File: src/rtl/ps2_pkg.sv
// Shared definitions for the PS/2 keyboard event receiver.
//  - Prefix byte values folded into key events (E0 extended, F0 break).
//  - Frame FSM state encoding.
//  - Event word layout {ext, brk, code} and a packing helper.
package ps2_pkg;

    localparam logic [7:0] PS2_PFX_EXT = 8'hE0;
    localparam logic [7:0] PS2_PFX_BRK = 8'hF0;

    typedef enum logic [1:0] {
        IDLE = 2'd0,
        RECV = 2'd1,
        STOP = 2'd2
    } ps2_state_e;

    localparam int EV_W        = 10;
    localparam int EV_CODE_LSB = 0;
    localparam int EV_CODE_W   = 8;
    localparam int EV_BRK_BIT  = 8;
    localparam int EV_EXT_BIT  = 9;

    function automatic logic [EV_W-1:0] ev_pack(input logic ext, input logic brk,
                                                input logic [EV_CODE_W-1:0] code);
        logic [EV_W-1:0] ev;
        ev = '0;
        ev[EV_EXT_BIT] = ext;
        ev[EV_BRK_BIT] = brk;
        ev[EV_CODE_LSB +: EV_CODE_W] = code;
        return ev;
    endfunction

endpackage

File: src/rtl/ps2_event_fifo.sv
// First-word-fall-through event FIFO for the PS/2 receiver.
// Ports:
//  clk, clrn     system clock, asynchronous active-low reset
//  push_i        write wdata_i this cycle
//  wdata_i       event word
//  pop_i         consume head entry (ignored while empty)
//  rdata_o       head entry, valid while empty_o=0
//  empty_o       no entries held
//  level_o       occupancy, 0..DEPTH
//  push_ok_o     push_i was accepted this cycle
//  overflow_o    sticky: a push was dropped because the FIFO was full
module ps2_event_fifo #(
    parameter int DEPTH = 8,
    parameter int W     = 10
) (
    input  logic                    clk,
    input  logic                    clrn,
    input  logic                    push_i,
    input  logic [W-1:0]            wdata_i,
    input  logic                    pop_i,
    output logic [W-1:0]            rdata_o,
    output logic                    empty_o,
    output logic [$clog2(DEPTH):0]  level_o,
    output logic                    push_ok_o,
    output logic                    overflow_o
);

    localparam int AW = $clog2(DEPTH);
    localparam logic [AW:0] PTR_ONE = 1;

    logic [W-1:0] mem_q [DEPTH];
    logic [AW:0]  wr_ptr_q, wr_ptr_d;
    logic [AW:0]  rd_ptr_q, rd_ptr_d;
    logic         ovf_q, ovf_d;
    logic         full;
    logic         pop_ok;

    // Extra pointer MSB distinguishes full from empty when the index bits match.
    assign empty_o   = (wr_ptr_q == rd_ptr_q);
    assign full      = (wr_ptr_q[AW] != rd_ptr_q[AW]) &&
                       (wr_ptr_q[AW-1:0] == rd_ptr_q[AW-1:0]);
    assign pop_ok    = pop_i & ~empty_o;
    // A simultaneous pop frees the slot, so a push into a full FIFO still lands.
    assign push_ok_o = push_i & (~full | pop_ok);

    always_comb begin
        wr_ptr_d = wr_ptr_q;
        rd_ptr_d = rd_ptr_q;
        ovf_d    = ovf_q;
        if (push_ok_o) wr_ptr_d = wr_ptr_q + PTR_ONE;
        if (pop_ok)    rd_ptr_d = rd_ptr_q + PTR_ONE;
        if (push_i && !push_ok_o) ovf_d = 1'b1;
    end

    always_ff @(posedge clk or negedge clrn) begin
        if (!clrn) begin
            wr_ptr_q <= '0;
            rd_ptr_q <= '0;
            ovf_q    <= 1'b0;
        end else begin
            wr_ptr_q <= wr_ptr_d;
            rd_ptr_q <= rd_ptr_d;
            ovf_q    <= ovf_d;
        end
    end

    always_ff @(posedge clk) begin
        if (push_ok_o) mem_q[wr_ptr_q[AW-1:0]] <= wdata_i;
    end

    assign rdata_o    = mem_q[rd_ptr_q[AW-1:0]];
    assign level_o    = wr_ptr_q - rd_ptr_q;
    assign overflow_o = ovf_q;

endmodule

File: src/rtl/ps2_kbd_event_rx.sv
// PS/2 keyboard receiver producing prefix-folded key events.
// Ports:
//  clk, clrn            system clock, asynchronous active-low reset
//  ps2_clk, ps2_data    raw PS/2 pins
//  rd_en                pop head event (honoured only while ready=1)
//  data/is_ext/is_break head event {code, E0 seen, F0 seen}; 0 while empty
//  ready                FIFO non-empty
//  level                FIFO occupancy
//  overflow             sticky, an event was dropped on a full FIFO
//  parity_err           1-cycle pulse, frame discarded on even parity
//  frame_err            1-cycle pulse, bad stop bit or mid-frame timeout
//  release_cnt          break events accepted into the FIFO, wrapping
//
// Frame FSM
//  state | meaning
//  IDLE  | waiting for a strobe with data=0 (start bit)
//  RECV  | shifting 8 data bits + parity, LSB first
//  STOP  | next strobe carries the stop bit; check stop and parity
module ps2_kbd_event_rx
    import ps2_pkg::*;
#(
    parameter int FIFO_DEPTH  = 8,
    parameter int SYNC_STAGES = 3,
    parameter int FILTER_LEN  = 4,
    parameter int TIMEOUT_CYC = 100000,
    parameter int CNT_W       = 8
) (
    input  logic                         clk,
    input  logic                         clrn,
    input  logic                         ps2_clk,
    input  logic                         ps2_data,
    input  logic                         rd_en,
    output logic [7:0]                   data,
    output logic                         is_ext,
    output logic                         is_break,
    output logic                         ready,
    output logic [$clog2(FIFO_DEPTH):0]  level,
    output logic                         overflow,
    output logic                         parity_err,
    output logic                         frame_err,
    output logic [CNT_W-1:0]             release_cnt
);

    localparam int FW = $clog2(FILTER_LEN + 1);
    localparam logic [FW-1:0] FILT_LOAD = FW'(FILTER_LEN - 1);
    localparam int TW = $clog2(TIMEOUT_CYC + 1);
    // Loaded on the strobe cycle; terminal count lands frame_err exactly
    // TIMEOUT_CYC cycles after that strobe (one cycle of register latency).
    localparam logic [TW-1:0] TMO_LOAD = TW'(TIMEOUT_CYC - 2);
    localparam logic [CNT_W-1:0] CNT_ONE = 1;

    // Input synchronisers; idle PS/2 lines are high.
    logic [SYNC_STAGES-1:0] clk_sync_q, data_sync_q;
    logic clk_s, data_s;

    always_ff @(posedge clk or negedge clrn) begin
        if (!clrn) begin
            clk_sync_q  <= '1;
            data_sync_q <= '1;
        end else begin
            clk_sync_q  <= {clk_sync_q[SYNC_STAGES-2:0], ps2_clk};
            data_sync_q <= {data_sync_q[SYNC_STAGES-2:0], ps2_data};
        end
    end

    assign clk_s  = clk_sync_q[SYNC_STAGES-1];
    assign data_s = data_sync_q[SYNC_STAGES-1];

    // Glitch filter: FILTER_LEN consecutive samples differing from the
    // filtered level are needed before it follows.
    logic          clk_f_q, clk_f_d;
    logic [FW-1:0] filt_cnt_q, filt_cnt_d;
    logic          strobe;

    always_comb begin
        clk_f_d    = clk_f_q;
        filt_cnt_d = FILT_LOAD;
        strobe     = 1'b0;
        if (clk_s != clk_f_q) begin
            if (filt_cnt_q == '0) begin
                clk_f_d = clk_s;
                strobe  = clk_f_q;
            end else begin
                filt_cnt_d = filt_cnt_q - FW'(1);
            end
        end
    end

    always_ff @(posedge clk or negedge clrn) begin
        if (!clrn) begin
            clk_f_q    <= 1'b1;
            filt_cnt_q <= FILT_LOAD;
        end else begin
            clk_f_q    <= clk_f_d;
            filt_cnt_q <= filt_cnt_d;
        end
    end

    // Frame FSM with timeout down-counter.
    ps2_state_e    state_q, state_d;
    logic [3:0]    bit_idx_q, bit_idx_d;
    logic [8:0]    shift_q, shift_d;
    logic [TW-1:0] tmo_q, tmo_d;
    logic          byte_vld_q, byte_vld_d;
    logic [7:0]    byte_q, byte_d;
    logic          perr_q, perr_d;
    logic          ferr_q, ferr_d;

    always_comb begin
        state_d    = state_q;
        bit_idx_d  = bit_idx_q;
        shift_d    = shift_q;
        tmo_d      = tmo_q;
        byte_vld_d = 1'b0;
        byte_d     = byte_q;
        perr_d     = 1'b0;
        ferr_d     = 1'b0;
        case (state_q)
            IDLE: begin
                tmo_d = TMO_LOAD;
                if (strobe && !data_s) begin
                    state_d   = RECV;
                    bit_idx_d = '0;
                end
            end
            RECV: begin
                if (strobe) begin
                    shift_d   = {data_s, shift_q[8:1]};
                    bit_idx_d = bit_idx_q + 4'd1;
                    tmo_d     = TMO_LOAD;
                    if (bit_idx_q == 4'd8) state_d = STOP;
                end else if (tmo_q == '0) begin
                    state_d = IDLE;
                    ferr_d  = 1'b1;
                end else begin
                    tmo_d = tmo_q - TW'(1);
                end
            end
            STOP: begin
                if (strobe) begin
                    state_d = IDLE;
                    if (!data_s) begin
                        ferr_d = 1'b1;
                    end else if (^shift_q) begin
                        byte_vld_d = 1'b1;
                        byte_d     = shift_q[7:0];
                    end else begin
                        perr_d = 1'b1;
                    end
                end else if (tmo_q == '0) begin
                    state_d = IDLE;
                    ferr_d  = 1'b1;
                end else begin
                    tmo_d = tmo_q - TW'(1);
                end
            end
            default: state_d = IDLE;
        endcase
    end

    always_ff @(posedge clk or negedge clrn) begin
        if (!clrn) begin
            state_q    <= IDLE;
            bit_idx_q  <= '0;
            shift_q    <= '0;
            tmo_q      <= TMO_LOAD;
            byte_vld_q <= 1'b0;
            byte_q     <= '0;
            perr_q     <= 1'b0;
            ferr_q     <= 1'b0;
        end else begin
            state_q    <= state_d;
            bit_idx_q  <= bit_idx_d;
            shift_q    <= shift_d;
            tmo_q      <= tmo_d;
            byte_vld_q <= byte_vld_d;
            byte_q     <= byte_d;
            perr_q     <= perr_d;
            ferr_q     <= ferr_d;
        end
    end

    // Prefix decoder: runs in the cycle after the stop-bit strobe.
    logic                 ext_q, ext_d;
    logic                 brk_q, brk_d;
    logic                 push;
    logic                 push_ok;
    logic [CNT_W-1:0]     rel_q, rel_d;
    logic [EV_W-1:0]      head_ev;
    logic                 fifo_empty;

    always_comb begin
        ext_d = ext_q;
        brk_d = brk_q;
        push  = 1'b0;
        if (perr_q || ferr_q) begin
            ext_d = 1'b0;
            brk_d = 1'b0;
        end else if (byte_vld_q) begin
            if (byte_q == PS2_PFX_EXT) begin
                ext_d = 1'b1;
            end else if (byte_q == PS2_PFX_BRK) begin
                brk_d = 1'b1;
            end else begin
                push  = 1'b1;
                ext_d = 1'b0;
                brk_d = 1'b0;
            end
        end
    end

    always_comb begin
        rel_d = rel_q;
        if (push_ok && brk_q) rel_d = rel_q + CNT_ONE;
    end

    always_ff @(posedge clk or negedge clrn) begin
        if (!clrn) begin
            ext_q <= 1'b0;
            brk_q <= 1'b0;
            rel_q <= '0;
        end else begin
            ext_q <= ext_d;
            brk_q <= brk_d;
            rel_q <= rel_d;
        end
    end

    ps2_event_fifo #(
        .DEPTH (FIFO_DEPTH),
        .W     (EV_W)
    ) u_fifo (
        .clk        (clk),
        .clrn       (clrn),
        .push_i     (push),
        .wdata_i    (ev_pack(ext_q, brk_q, byte_q)),
        .pop_i      (rd_en),
        .rdata_o    (head_ev),
        .empty_o    (fifo_empty),
        .level_o    (level),
        .push_ok_o  (push_ok),
        .overflow_o (overflow)
    );

    // Head fields are forced to 0 while empty so stale memory never shows.
    assign ready       = ~fifo_empty;
    assign data        = ready ? head_ev[EV_CODE_LSB +: EV_CODE_W] : 8'h00;
    assign is_ext      = ready & head_ev[EV_EXT_BIT];
    assign is_break    = ready & head_ev[EV_BRK_BIT];
    assign parity_err  = perr_q;
    assign frame_err   = ferr_q;
    assign release_cnt = rel_q;

endmodule
File: config.mk
export PLATFORM = sky130hd
export DESIGN_NAME = ps2_kbd_event_rx
export DESIGN_NICKNAME = d
export VERILOG_FILES = /design/src/rtl/ps2_pkg.sv /design/src/rtl/ps2_event_fifo.sv /design/src/rtl/ps2_kbd_event_rx.sv
export SDC_FILE = /design/constraint.sdc
export NUM_CORES = 1
export LEC_CHECK = 0
export CORE_MARGIN = 2
export CORE_UTILIZATION = 35
export CTS_CLUSTER_SIZE = 10
export DETAILED_ROUTE_END_ITERATION = 10
export HOLD_SLACK_MARGIN = 0.05
export PLACE_DENSITY = 0.6
export SKIP_CTS_REPAIR_TIMING = 1
export SYNTH_ARGS = -nofsm -noshare
export SYNTH_HDL_FRONTEND = slang
export SYNTH_SLANG_ARGS = --single-unit
File: constraint.sdc
create_clock -name clk -period 3.2 [get_ports clk]
set_clock_uncertainty 0.2 [all_clocks]
set_input_delay 0.8 -clock clk [delete_from_list [all_inputs] [get_ports clk]]
set_output_delay 0.8 -clock clk [all_outputs]
set_load 0.01 [all_outputs]
# Word-level counts from Yosys, hierarchy flattened
# Memory sizes are Yosys's and may differ from the RTL's.
# Cells that the tools add are included.
# op_classes
muxes,45
reduce_logical,22
bitwise_logic,7
n_eq_ne,15
n_addsub,7
# op_table
op,count
17-bit two-way mux,3
17-bit case mux with 3 select lines,1
1-bit two-way mux,28
17-bit zero test,1
17-bit by 1-bit subtractor with 17-bit output (second input constant),1
8-bit equality test (second input constant),2
4-bit by 1-bit adder with 4-bit output (second input constant),3
2-bit AND reduction,6
2-bit two-way mux,5
9-bit XOR reduction,1
8-bit by 1-bit adder with 8-bit output (second input constant),1
4-bit two-way mux,2
8-bit two-way mux,1
2-bit inequality test (second input constant),4
4-bit case mux with 2 select lines,1
3-bit two-way mux,2
3-bit inequality test (second input constant),2
2-bit case mux with 3 select lines,1
1-bit bitwise AND,4
4-bit equality test,1
4-bit equality test (second input constant),1
1-bit logical AND,4
4-bit AND reduction,1
2-bit nonzero test,2
15 further kinds,18
# totals
out_inout_bits,26
elab_cells,115
mem_count,1
reg_bits,72
ramBits,80
input_bits,5
# mem_list
name,depth,word_bits,read_ports,rd_ports_with_merged_regs,write_ports,line,source
u_fifo.mem_q,8,10,1,0,1,ps2_event_fifo.sv:31,logic [W-1:0] mem_q [DEPTH];

# Logic depth before layout (Yosys ltp)
# logic_depth
word_depth,8
mapped_depth,8
mapped_depth_nobuf,7

# Cells and area by module
# From an unflattened synthesis, not the netlist that was laid out.
# unflattened
cells_unflattened,496
area_unflattened_um2,6804.0
# by_module_without_submodules
module,cells_per_inst,area_each_um2,n_inst,seq_area_each_um2
ps2_event_fifo,196,3599.7,1,2627.5
ps2_kbd_event_rx,300,3204.3,1,1599.0

# Least setup slack after synthesis
# OpenSTA, ideal clock, no wires.
# synth_timing
kind,reg-to-reg
from,register u_fifo.rd_ptr_q[1]
to,"memory u_fifo.mem_q[4][0], enable pin"
path_slack_ns,-0.117
setup_ns,0.392
stages_incl_launch_ff,9
n_path_buf,1
synth_period_minus_slack_ns,3.317
t_required_ns,2.608
arrival_time_ns,2.725
cell_sequence,dfrtp_1 clkbuf_1 inv_1 ha_1 nand3_1 nor3_1 nor2_1 nand2_1 nor3b_1
# synth_between
elab_chain_len,7
word_cells_on_any_way,10
classes_between,eq/ne: 2; mux: 2; bitwise: 5; reduce/logical: 1
# synth_rtl
item,line,source
from (decl),ps2_event_fifo.sv:33,"logic [AW:0] rd_ptr_q, rd_ptr_d;"
from (signal assigned),ps2_event_fifo.sv:62,rd_ptr_q <= rd_ptr_d;
4-bit equality test or 3-bit equality test (tied branches),"ps2_event_fifo.sv:39, ps2_event_fifo.sv:41",
1-bit NOT or 1-bit logical AND (tied branches),"ps2_event_fifo.sv:42, ps2_event_fifo.sv:40",
1-bit bitwise AND or 1-bit NOT (tied branches),"ps2_event_fifo.sv:42, ps2_event_fifo.sv:44",
1-bit OR (*),ps2_event_fifo.sv:44,assign push_ok_o = push_i & (~full | pop_ok);
1-bit bitwise AND (*),ps2_event_fifo.sv:44,
1-bit two-way mux (*),ps2_event_fifo.sv:68,if (push_ok_o) mem_q[wr_ptr_q[AW-1:0]] <= wdata_i;
1-bit two-way mux (not written as such) (*),ps2_event_fifo.sv:68,
to (decl),ps2_event_fifo.sv:31,
# Mark *: on every way between the ends. The rest lies on a longest branch, timed or not.

# Worst setup path after layout
# layout_timing
from,register u_fifo.rd_ptr_q[0]
to,output port data[1]
# layout_between
elab_chain_len,2
word_cells_on_any_way,3
classes_between,eq/ne: 1; mux: 1; memory: 1
# layout_rtl
item,line,source
memory 8 x 10 bit or 4-bit equality test (tied branches),--,
8-bit two-way mux (*),ps2_kbd_event_rx.sv:247,assign data = ready ? head_ev[EV_CODE_LSB +: EV_CODE_W] : 8'h00;
to (decl),ps2_kbd_event_rx.sv:33,"output logic [7:0] data,"
# Marks and branches as above.

==> key figures <==
Floorplan
  • Die Y-Extent: about 140 um
  • Num ports: 31
  • Core area: around 19,000 um2
  • Die Wd: 142 um
  • Row cnt: 50
  • Starting Density: a little over a third
  • Die area: 20,300 um2

Power and ir drop
  • Net Sw Frac: between 30% and 40%
  • Switching power: 1.96 mW
  • Reg power frac: approximately two fifths
  • Clk pwr share: 31.8%
  • Internal cell power: ~4.2 mW
  • Worst IR Drop VDD: between 400 and 500 uV
  • Combinational share of power: a little under 30%
  • Total power: 6.18 mW
  • Power per cell area: about 770 nW/um2
  • P_leak: 3.13 nW

Run
  • Max-cap violations: 0

Critical path
  • Crit path launch: u_fifo.rd_ptr_q[0]$_DFFE_PN0P_
  • Slowest CP cell: mux4_2
  • Worst path top cell family by delay: buffers and inverters
  • End of the worst register-to-register path: tmo_q[15]$_DFFE_PN1P_
  • End point of the critical path: data[1]
  • CP Launch Type: register
  • CP Depth: 5
  • Endpoint class of the critical path: output port
  • Crit path largest cell delay: between 0.5 and 0.6 ns
  • Setup CP Type: reg -> out
  • Cell Chain, Critical Path: buf_6 -> mux4_2 -> nand2_1 -> a21oi_1 -> clkdlybuf4s50_1
  • R2R depth: 7
  • Buf/Inv on CP: 2
  • Critical path arrival: roughly 2.2 ns
  • R2R setup slack: about 0.67 ns
  • R2R Path Start: filt_cnt_q[0]$_DFF_PN1_
  • CP max FO: 13
  • Worst path required time: between 2 and 2.5 ns

STA
  • Worst slew pin tran: 0.924 ns
  • Fin. Hold Viols: 0
  • RSZ-0062 raised after global routing: yes
  • Setup WS post-layout: ~0.019 ns
  • FMAX: 314 MHz
  • Period utilization: between 90% and 100%
  • Hold Worst Slack: 0.156 ns
  • Slew headroom: 38.4%
  • Finish-stage setup viols: 0
  • Max-slew violations: 0
  • Crit path time final: between 3 and 4 ns

Yosys
  • Post-synth top area share: 35.8%
  • Cell count after synthesis: ~490
  • Synthesized area per cell: about 14 um2
  • Syn Std Cell Area: 6710 um2
  • Synth area leader: edfxtp_1
  • Distinct cells, synth: a little under 60
  • Register area share after synthesis: between 60% and 70%
  • Ranking of synthesized cells by area: edfxtp_1 (36%), dfrtp_1 (20%), dfstp_2 (7.0%), mux4_2 (6.7%), mux2_2 (3.4%)
  • Synth Warn #: 0
  • Number of synthesized register bits: around 150
  • Synth Flop Type: edfxtp_1
  • Total nets after synthesis: slightly above 500
  • Post-synth EDFFs: 80
  • Synth async-reset ratio: between 40% and 50%

Clock tree
  • TritonCTS clock tree: built
  • Worst-Skew Late Latency: about 0.42 ns
  • Num Clock Sinks: between 150 and 200
  • H-tree Lvls: 4
  • Clock Path Buffers: 2
  • CTS buffer count: 17
  • Clk root buf: clkbuf_16
  • Clk slew on worst S/H paths: ~0.06 ns

Final layout
  • Multi-input logic area: approximately 2400 um2
  • Final nets: approximately 570
  • Reg area: 4230 um2
  • Layout cells sized above 1: 22.9%
  • Most common cell after layout, fill and taps aside: edfxtp_1
  • Most frequent cells in the layout: edfxtp_1 (80), dfrtp_1 (52), nand2_1 (39)
  • Filler cells: approximately 1,700
  • ANT cells: 0
  • Layout area overhead: 20.2%

GRT
  • Pin count of the biggest net entering global routing: 73
  • Met1 Track Usage GR: about 18%
  • Met2 global-route usage: between 20% and 30%
  • M3 GR Usage: 3.60%
  • GRT overflow: 0
  • Busiest grt layer: met2
  • Vias in the first global route: 4,071
  • Initial antenna violation count: 0
  • Tot GR Track Use: a little over an eighth
  • Global-route wire length before repair: ~21,000 um

Min path
  • Min-Delay Path Class: reg -> reg

Placement
  • Port Buf Inserts: 30
  • Detailed placement HPWL: between 8000 and 9000 um
  • GPL Wtd Cong: between 0.8 and 0.9
  • Pre-CTS setup slack: between 0.15 and 0.2 ns

Drt
  • DR DRC count: 0
  • Vias: roughly 4,100
  • Iteration-0 DRC Markers: approximately 230
  • Antenna-violating nets left: 0
  • Drt first pass iters: 5
  • WL final: 12,900 um
  • WL/cell: around 16 um
  • Vias/cell: around 5.1

Outcome
  • Status: finished clean
[cell usage after synthesis (2+ instances only)]
library cell / count
nor3b_1: 3
nor2b_1: 3
mux2_2: 20
nand2b_1: 2
and3_1: 5
inv_1: 24
nor3_1: 17
a21oi_1: 29
o221ai_1: 2
edfxtp_1: 80
o21a_1: 3
and2_1: 2
or3_1: 4
xnor2_1: 18
o211ai_1: 3
nand3_1: 13
buf_2: 2
dfrtp_1: 54
buf_1: 2
nand2_1: 39
a31oi_1: 5
nor4_1: 8
a311oi_1: 2
nor2_1: 24
or4_1: 2
clkbuf_1: 10
a21o_1: 2
xor2_1: 12
mux4_2: 20
ha_1: 15
nand4_1: 5
dfstp_2: 18
o21ai_0: 15
[flip-flops by register name (all words and copies together) (netlist names), 2 cells and up]
signal,count
byte_q,8
shift_q,9
bit_idx_q,4
u_fifo.rd_ptr_q,4
u_fifo.wr_ptr_q,4
tmo_q,17
filt_cnt_q,3
data_sync_q,3
u_fifo.mem_q,80
state_q,2
release_cnt,8
clk_sync_q,3
[cells by family after synthesis]
family                     after synthesis  share of synthesized area (%)
xor gates and xnor gates                31                           4.25
muxes                                   41                           10.2
buffers and inverters                   40                           2.40
AOI/OAI and AO/OA                       75                           7.10
adders and majority gates               16                           3.09
and+or+nand+nor                        134                           9.96
DFF                                    152                           63.0
[per-layer routing]
metal	up-vias	wire length, um
met5	-	0
met4	0	142
met3	15	615
met2	105	6290
met1	2017	5860
li1	1945	-
[power by group through the flow]
stage / combinational (mW) / clock (mW) / sequential, mW
finish: 1.81 / 1.97 / 2.41
global route: 2.00 / 2.11 / 2.43
CTS: 1.79 / 2.02 / 2.41
detailed placement: 1.78 / 0 / 2.45
global placement: 1.74 / 0 / 2.44
floorplan: 1.19 / 0 / 2.41
[metrics by stage]
step                      cell area, um2  setup TNS, ns  utilization (%)  instances
after floorplan                     6720          -1.32                -        489
after global placement              7400              0             39.4        757
final                               8070              0             43.0        794
after global routing                8070         -0.368             43.0        794
after detailed placement            7400              0             39.4        757
after CTS                           7980          -3.32             42.5        789
[worst min-delay path by stage]
stage	start	cells after the start	slack, ns	endpoint
5_1_grt	clk_sync_q[1]$_DFF_PN1_	0	0.16	clk_sync_q[2]$_DFF_PN1_
3_5_place_dp	clk_sync_q[1]$_DFF_PN1_	0	0.15	clk_sync_q[2]$_DFF_PN1_
4_1_cts	clk_sync_q[1]$_DFF_PN1_	0	0.16	clk_sync_q[2]$_DFF_PN1_
6_report	clk_sync_q[1]$_DFF_PN1_	0	0.16	clk_sync_q[2]$_DFF_PN1_
2_1_floorplan	clk_sync_q[0]$_DFF_PN1_	0	0.15	clk_sync_q[1]$_DFF_PN1_
3_3_place_gp	clk_sync_q[1]$_DFF_PN1_	0	0.15	clk_sync_q[2]$_DFF_PN1_
[final cells by class]
cell class                      count  share of cell area [%]
Inverter                           24                    1.12
Tap cell                          234                    3.63
Clock inverter                     15                    1.95
Sequential cell                   152                    52.4
Timing Repair Buffer               55                    6.44
Multi-Input combinational cell    297                    29.2
Clock buffer                       17                    5.27
No activity file was read; power rests on OpenSTA's default activity.
